### config.mk
export PLATFORM = sky130hd
export DESIGN_NAME = ultrasonido_echo_timer
export DESIGN_NICKNAME = d
export VERILOG_FILES = /design/src/rtl/ultrasonido_echo_timer.sv
export SDC_FILE = /design/constraint.sdc
export NUM_CORES = 1
export LEC_CHECK = 0
export ABC_AREA = 1
export BUFFER_PORTS_ARGS = -buffer_cell sky130_fd_sc_hd__buf_2
export CAP_MARGIN = 10
export CORE_UTILIZATION = 47
export CTS_BUF_LIST = sky130_fd_sc_hd__clkbuf_8 sky130_fd_sc_hd__clkbuf_16
export DETAILED_ROUTE_END_ITERATION = 10
export PLACE_DENSITY = 0.64
export SLEW_MARGIN = 10
export SYNTH_ARGS = -nofsm -noshare
export SYNTH_HDL_FRONTEND = slang
export SYNTH_SLANG_ARGS = --single-unit
### constraint.sdc
create_clock -name clk -period 1.69 [get_ports clk]
set_clock_uncertainty 0.1 [all_clocks]
set_input_delay 0.338 -clock clk [delete_from_list [all_inputs] [get_ports clk]]
set_output_delay 0.338 -clock clk [all_outputs]
set_load 0.05 [all_outputs]
### src/rtl/ultrasonido_echo_timer.sv
// Ultrasonic echo timer: trigger pulse, then echo width in TICK_CYCLES units; ULTRASONIDO_ECHO_SYNC_EN adds a 2-flop echo synchronizer.
// Registered outputs; echo edge latency 1 cycle (3 with sync); start is ignored while busy, no queuing or backpressure.
module ultrasonido_echo_timer #(
   parameter int TRIG_CYCLES = 500,
   parameter int TICK_CYCLES = 1450,
   parameter int WAIT_CYCLES = 1500000
) (
   input  logic       clk,
   input  logic       reset,
   input  logic       start,
   input  logic       echo,
   output logic       trigger,
   output logic [7:0] count,
   output logic       calculate,
   output logic       busy,
   output logic       timeout
);
   localparam int TRIG_W = (TRIG_CYCLES > 1) ? $clog2(TRIG_CYCLES) : 1;
   localparam int TICK_W = (TICK_CYCLES > 1) ? $clog2(TICK_CYCLES) : 1;
   localparam int WAIT_W = (WAIT_CYCLES > 1) ? $clog2(WAIT_CYCLES) : 1;
   localparam logic [TRIG_W-1:0] TRIG_LAST = TRIG_W'(TRIG_CYCLES - 1);
   localparam logic [TICK_W-1:0] TICK_LAST = TICK_W'(TICK_CYCLES - 1);
   localparam logic [WAIT_W-1:0] WAIT_LAST = WAIT_W'(WAIT_CYCLES - 1);

   typedef enum logic [2:0] {
      S_IDLE,
      S_TRIG,
      S_WAIT_ECHO,
      S_MEASURE,
      S_DONE
   } state_t;

   state_t            state_q, state_d;
   logic [TRIG_W-1:0] trig_cnt_q, trig_cnt_d;
   logic [WAIT_W-1:0] wait_cnt_q, wait_cnt_d;
   logic [TICK_W-1:0] presc_q, presc_d;
   logic [7:0]        count_q, count_d;
   logic              timeout_q, timeout_d;
   logic              trigger_q, trigger_d;
   logic              calculate_q, calculate_d;
   logic              busy_q, busy_d;
   logic              echo_s, echo_prev_q, echo_prev_d;
   logic              echo_rise, echo_fall;

`ifdef ULTRASONIDO_ECHO_SYNC_EN
   logic sync1_q, sync1_d, sync2_q, sync2_d;

   assign sync1_d = echo;
   assign sync2_d = sync1_q;

   always_ff @(posedge clk or posedge reset) begin
      if (reset) begin
         sync1_q <= 1'b0;
         sync2_q <= 1'b0;
      end else begin
         sync1_q <= sync1_d;
         sync2_q <= sync2_d;
      end
   end

   assign echo_s = sync2_q;
`else
   assign echo_s = echo;
`endif

   // Previous level tracks continuously, so echo already high on WAIT_ECHO entry never looks like a rise
   assign echo_prev_d = echo_s;
   assign echo_rise   = echo_s & ~echo_prev_q;
   assign echo_fall   = ~echo_s & echo_prev_q;

   always_comb begin
      state_d    = state_q;
      trig_cnt_d = '0;
      wait_cnt_d = '0;
      presc_d    = '0;
      count_d    = count_q;
      timeout_d  = timeout_q;

      case (state_q)
         S_IDLE: begin
            if (start) begin
               count_d   = '0;
               timeout_d = 1'b0;
               state_d   = S_TRIG;
            end
         end
         S_TRIG: begin
            if (trig_cnt_q == TRIG_LAST) begin
               state_d = S_WAIT_ECHO;
            end else begin
               trig_cnt_d = trig_cnt_q + 1'b1;
            end
         end
         S_WAIT_ECHO: begin
            if (echo_rise) begin
               state_d = S_MEASURE;
            end else if (wait_cnt_q == WAIT_LAST) begin
               timeout_d = 1'b1;
               count_d   = '0;
               state_d   = S_DONE;
            end else begin
               wait_cnt_d = wait_cnt_q + 1'b1;
            end
         end
         S_MEASURE: begin
            // Every MEASURE cycle, including the one closed by the fall, is one echo-high cycle
            if (presc_q == TICK_LAST) begin
               count_d = count_q + 8'd1;
               if (count_q == 8'd254) begin
                  timeout_d = 1'b1;
                  state_d   = S_DONE;
               end
            end else begin
               presc_d = presc_q + 1'b1;
            end
            if (echo_fall) begin
               state_d = S_DONE;
            end
         end
         S_DONE: begin
            state_d = S_IDLE;
         end
         default: begin
            state_d = S_IDLE;
         end
      endcase

      trigger_d   = (state_d == S_TRIG);
      calculate_d = (state_d == S_DONE);
      busy_d      = (state_d != S_IDLE);
   end

   always_ff @(posedge clk or posedge reset) begin
      if (reset) begin
         state_q     <= S_IDLE;
         trig_cnt_q  <= '0;
         wait_cnt_q  <= '0;
         presc_q     <= '0;
         count_q     <= '0;
         timeout_q   <= 1'b0;
         trigger_q   <= 1'b0;
         calculate_q <= 1'b0;
         busy_q      <= 1'b0;
         echo_prev_q <= 1'b0;
      end else begin
         state_q     <= state_d;
         trig_cnt_q  <= trig_cnt_d;
         wait_cnt_q  <= wait_cnt_d;
         presc_q     <= presc_d;
         count_q     <= count_d;
         timeout_q   <= timeout_d;
         trigger_q   <= trigger_d;
         calculate_q <= calculate_d;
         busy_q      <= busy_d;
         echo_prev_q <= echo_prev_d;
      end
   end

   assign trigger   = trigger_q;
   assign count     = count_q;
   assign calculate = calculate_q;
   assign busy      = busy_q;
   assign timeout   = timeout_q;

endmodule

## Word level (Yosys, flattened, before mapping)

Index checks and enable logic that the tools add are counted.

- Add/subtract/negate cells: 4
- Eq/ne operators: 14
- Mux-type cells: 26
- Bitwise logic cells: 4
- Reduce and logical (&&, ||, !) cells: 5

Operators by type and width:

| operator | count |
|---|---|
| $mux 21 | 3 |
| $mux 8 | 4 |
| $pmux 8 s3 | 1 |
| $mux 11 | 2 |
| $add 21x1->21 const B | 1 |
| $eq 21x21->1 const B | 1 |
| $mux 3 | 7 |
| $mux 9 | 2 |
| $pmux 3 s4 | 1 |
| $add 11x1->11 const B | 1 |
| $eq 11x11->1 const B | 1 |
| $ne 2x2->1 const B | 5 |
| $add 9x1->9 const B | 1 |
| $eq 9x9->1 const B | 1 |
| $add 8x1->8 const B | 1 |
| $eq 8x8->1 const B | 1 |
| $eq 3x1->1 const B | 2 |
| $eq 3x2->1 const B | 2 |
| $reduce_and 6->1 | 1 |
| $reduce_bool 3->1 | 2 |
| $mux 1 | 5 |
| $reduce_and 5->1 | 1 |
| $eq 3x3->1 const B | 1 |
| $logic_not 3->1 | 1 |
| other kinds (3) | 5 |

- Bits in registers: 57
- Output and inout port bits: 12
- Logic and storage cells: 63

## Logic depth before layout (Yosys ltp)

- Depth in word-level cells: 6
- Gate-level depth with buffers: 11

## Worst setup path after synthesis

OpenSTA, ideal clock, no wires.

- Path type: register to register
- Start: register count_q[1] (netlist: count[1])
- End: register count_q[4] (netlist: count[4])
- Setup time: 0.074 ns
- Data arrival time: 1.573 ns
- Data required time: 1.516 ns
- Path slack: -0.057 ns
- Cell stages (with the launch flop): 6
- Period minus slack after synthesis: 1.747 ns
- Path through: dfrtp_1 > ha_1 > nand2_1 > xor2_1 > or2_2 > o21ai_2

- Word-level cells in the longest chain between the ends: 3

Ends and longest elaborated chain:

| item | RTL line | source |
|---|---|---|
| from (decl) | 37 | `logic [7:0] count_q, count_d;` |
| from (signal assigned) | 150 | `count_q <= count_d;` |
| $add 8x1->8 | 108 | `count_d = count_q + 8'd1;` |
| $mux 8 | 107 | `if (presc_q == TICK_LAST) begin` |
| $pmux 8 s3 | 79 | `case (state_q)` |

Every way passes these cells. The select of a mux whose other input is x is not followed.
A chain may end at the register's enable or synchronous reset.

## Worst setup path after layout

- Start: register presc_q[1]
- End: register timeout_q (netlist: timeout)

- Word-level cells in the longest chain between the ends: 3

Ends and longest elaborated chain:

| item | RTL line | source |
|---|---|---|
| from (decl) | 36 | `logic [TICK_W-1:0] presc_q, presc_d;` |
| from (signal assigned) | 149 | `presc_q <= presc_d;` |
| $eq 11x11->1 | 107 |  |
| $ne 2x2->1 (no line) | n/a |  |
| $reduce_and 6->1 (no line) | n/a |  |
| to (signal assigned) | 151 | `timeout_q <= timeout_d;` |
| to (decl) | 38 | `logic timeout_q, timeout_d;` |

Every way passes these cells.

==> impl_metrics.py <==
metrics = {
    "run_status": {
        "status": "finished, final reports clean",
    },
    "run": {
        "cap_violations": 0,
    },
    "clock_network": {
        "clock-sinks": 57,
        "cts.path.max_buffers": 2,
        "htreeDepth": 3,
        "root_buffer": "clkbuf_8",
        "cts_made_buffers": 9,
        "clock_latency_ps": 350,
        "path_clk_slew_ps": 70,
        "cts_tree": "yes",
    },
    "die": {
        "io_pins": 16,
        "coreArea_sq_mm": 0.006422,
        "die_y_um": 84.25,
        "start_util_pct": 49.50,
        "num_rows": 29,
        "die_x_um": 84.25,
        "die_area_sq_mm": 0.007097,
    },
    "layout": {
        "drive_gt1_share_pct": 19.92,
        "final_area_sq_mm": 0.003789,
        "final_cell_mix": "nand2_1 (93), nor2_1 (70), inv_1 (56)",
        "fillerInstances": 599,
        "mostFrequentLayoutCell": "nand2_1",
        "diodes": 0,
        "stdcell_count": 549,
        "area_growth_pct": 19.17,
        "layout.nets": 477,
    },
    "pwr": {
        "p_seq_share_pct": 40.8,
        "clkPwrFrac_pct": 32.8,
        "combPwrFrac_pct": 26.4,
        "p_sw_uw": 1312,
        "ir_drop_mv": 0.6683,
        "p_int_uw": 2485,
        "cellLeakagePower_uw": 0.001734,
        "sw_frac_of_total_pct": 34.55,
        "p_per_area_mw_per_mm2": 1002,
    },
    "sta": {
        "tightest_slew_ps": 465.0,
        "hold_violations": 0,
        "fin_setup_tns_ps": 0,
        "min_period_ps": 1647,
        "grt_setup_unrepaired": "yes",
        "worst_slack_ps": 43.33,
        "finalMaxSlewViolations": 0,
        "relSlewSlack_pct": 68.94,
        "max_freq_mhz": 607.3,
        "setup_viol": 0,
        "fin_hold_ws_ps": 27.59,
        "finalCritPeriodShare_pct": 97.44,
    },
    "setup_path": {
        "cp_max_fo": 3,
        "cp_slowest_stage_delay_ps": 380,
        "endpoint_kind": "flop",
        "crit_required_ps": 1830,
        "cp_top_family": "simple AND/OR/NAND/NOR gates",
        "crit_type": "reg -> reg",
        "arrival_ps": 1790,
        "startpoint_type": "flop",
        "cpMostUsedCell": "nand2_1",
        "slowest_stage": "dfrtp_1",
        "crit_buf_inv": 2,
        "crit_chain": "inv_1 -> ha_1 -> nand2_1 -> nor2_2 -> nand3_2 -> a21oi_4 -> buf_4 -> nand3_1 -> nand2_1 -> nand2_1",
    },
    "logic_synthesis": {
        "netlist_instances": 420,
        "synth.largest_area_cell": "dfrtp_1",
        "syn_area_sq_mm": 0.003179,
        "synth_top_area_share_pct": 44.86,
        "synth-seq-area-share_pct": 44.86,
        "synth_nets": 430,
        "synth_cell_types": 33,
        "avgSynthCellArea_sq_um": 7.570,
        "synthTopCellsByArea": "dfrtp_1 (45%), nand2_1 (11%), nor2_1 (8.7%)",
        "yosysWarnings": 0,
        "synth-seq-cells": 57,
    },
    "global_route": {
        "grt_usage_pct": 21.21,
        "grt_pass1_vias": 2669,
        "grt_pass1_wl_um": 11830,
        "grt_overflow_total": 0,
        "grt_max_degree": 23,
        "antenna_found_initial": 0,
    },
    "drt": {
        "drtPass1Iterations": 5,
        "first_iter_violations": 124,
        "avgRoutedWirePerCell_um": 12.55,
        "ant_nets": 0,
        "vias_per_cell": 5.027,
        "drt_wl_total_um": 6892,
        "drc": 0,
        "vias": 2760,
    },
    "placed_design": {
        "dp_cells": 529,
        "io_buffers": 15,
        "place_ws_ps": 47.55,
        "dp_hpwl_um": 5041,
        "post_dp_cell_area_sq_mm": 0.003508,
        "gp_congestion": 0.8857,
    },
    "hold_path": {
        "hold_class": "in -> reg",
    },
}
==> timing repair <==
action | CTS | global route
endpoints found under the setup margin | 0 | 22
gates resized for setup | 0 | 14
setup buffers | 0 | 3
endpoints found under the hold margin | 16 | 0
hold buffers | 1 | 0
==> worst paths after layout <==
kind,startpoint,endpoint,slack [ps],cells past startpoint
worst max register to register,presc_q[1],timeout,40,10
max in group asynchronous,reset,wait_cnt_q[4],590,4
worst min register to register,trig_cnt_q[0],trig_cnt_q[0],380,1
worst min-delay path,echo,echo_prev_q,30,1
worst max-delay path,presc_q[1],timeout,40,10
min in group asynchronous,reset,count[4],460,3
==> per-stage QoR <==
step | utilization, % | power (uW)
after floorplan | - | 2290
after global placement | 54.63 | 2472
after detailed placement | 54.63 | 2486
after CTS | 57.72 | 3737
after global routing | 58.99 | 4019
final | 58.99 | 3796
==> cells by family after synthesis <==
kind of cell	synth area share, %
AO/OA/AOI/OAI	6.887
AND/OR/NAND/NOR	35.42
buffers and inverters	7.713
XOR/XNOR	2.755
flip-flops	44.86
adder cells (fa/ha/maj)	2.361
==> layout make-up <==
type,instances,area (sq um),area share (%)
inverters,57,217.7,5.746
repair buffers,40,290.3,7.662
flip-flops and latches,57,1430,37.75
clock inverters,6,51.30,1.354
clock buffers,10,137.6,3.633
multi-input cells,302,1565,41.31
well taps,77,96.34,2.543
==> cell usage after synthesis <==
cell,n
xor2_1,7
nand2_2,4
o21ai_0,5
nand3_1,37
o21ai_1,1
nand3_2,2
buf_2,1
xnor2_1,3
buf_6,1
nor3_1,16
nor4_1,1
nor3_2,1
ha_1,6
nand2_4,1
a21oi_1,14
nor2_1,74
o21a_1,1
and3_1,1
or2_2,5
nand2_1,93
inv_1,54
nor3b_1,5
nand4_1,11
dfrtp_1,57
o21ai_2,7
buf_4,2
a21oi_4,1
o21bai_1,1
nor2_4,1
a31o_2,2
a41oi_1,1
inv_2,3
nor2_2,1
==> power groups by stage <==
stage | Combinational (uW) | Clock (uW) | Sequential, uW
after global routing | 1140 | 1320 | 1560
after detailed placement | 921 | 0 | 1570
after floorplan | 636 | 0 | 1650
final | 1000 | 1250 | 1550
after global placement | 908 | 0 | 1560
after CTS | 930 | 1260 | 1540
==> layer usage <==
layer	global-route usage [%]	up-vias	share of wire [%]
li1	-	1441	-
met2	33.61	48	46
met4	9.875	0	1.9
met3	3.835	12	3.6
met1	28.40	1259	49
met5	0	-	0
==> flip-flops by register name, summed over array words and instances, names as in the netlist <==
name / flops
presc_q: 11
timeout: 1
trig_cnt_q: 9
wait_cnt_q: 21
busy: 1
calculate: 1
state_q: 3
count: 8
trigger: 1
echo_prev_q: 1
Power figures use the tool's default switching activity.
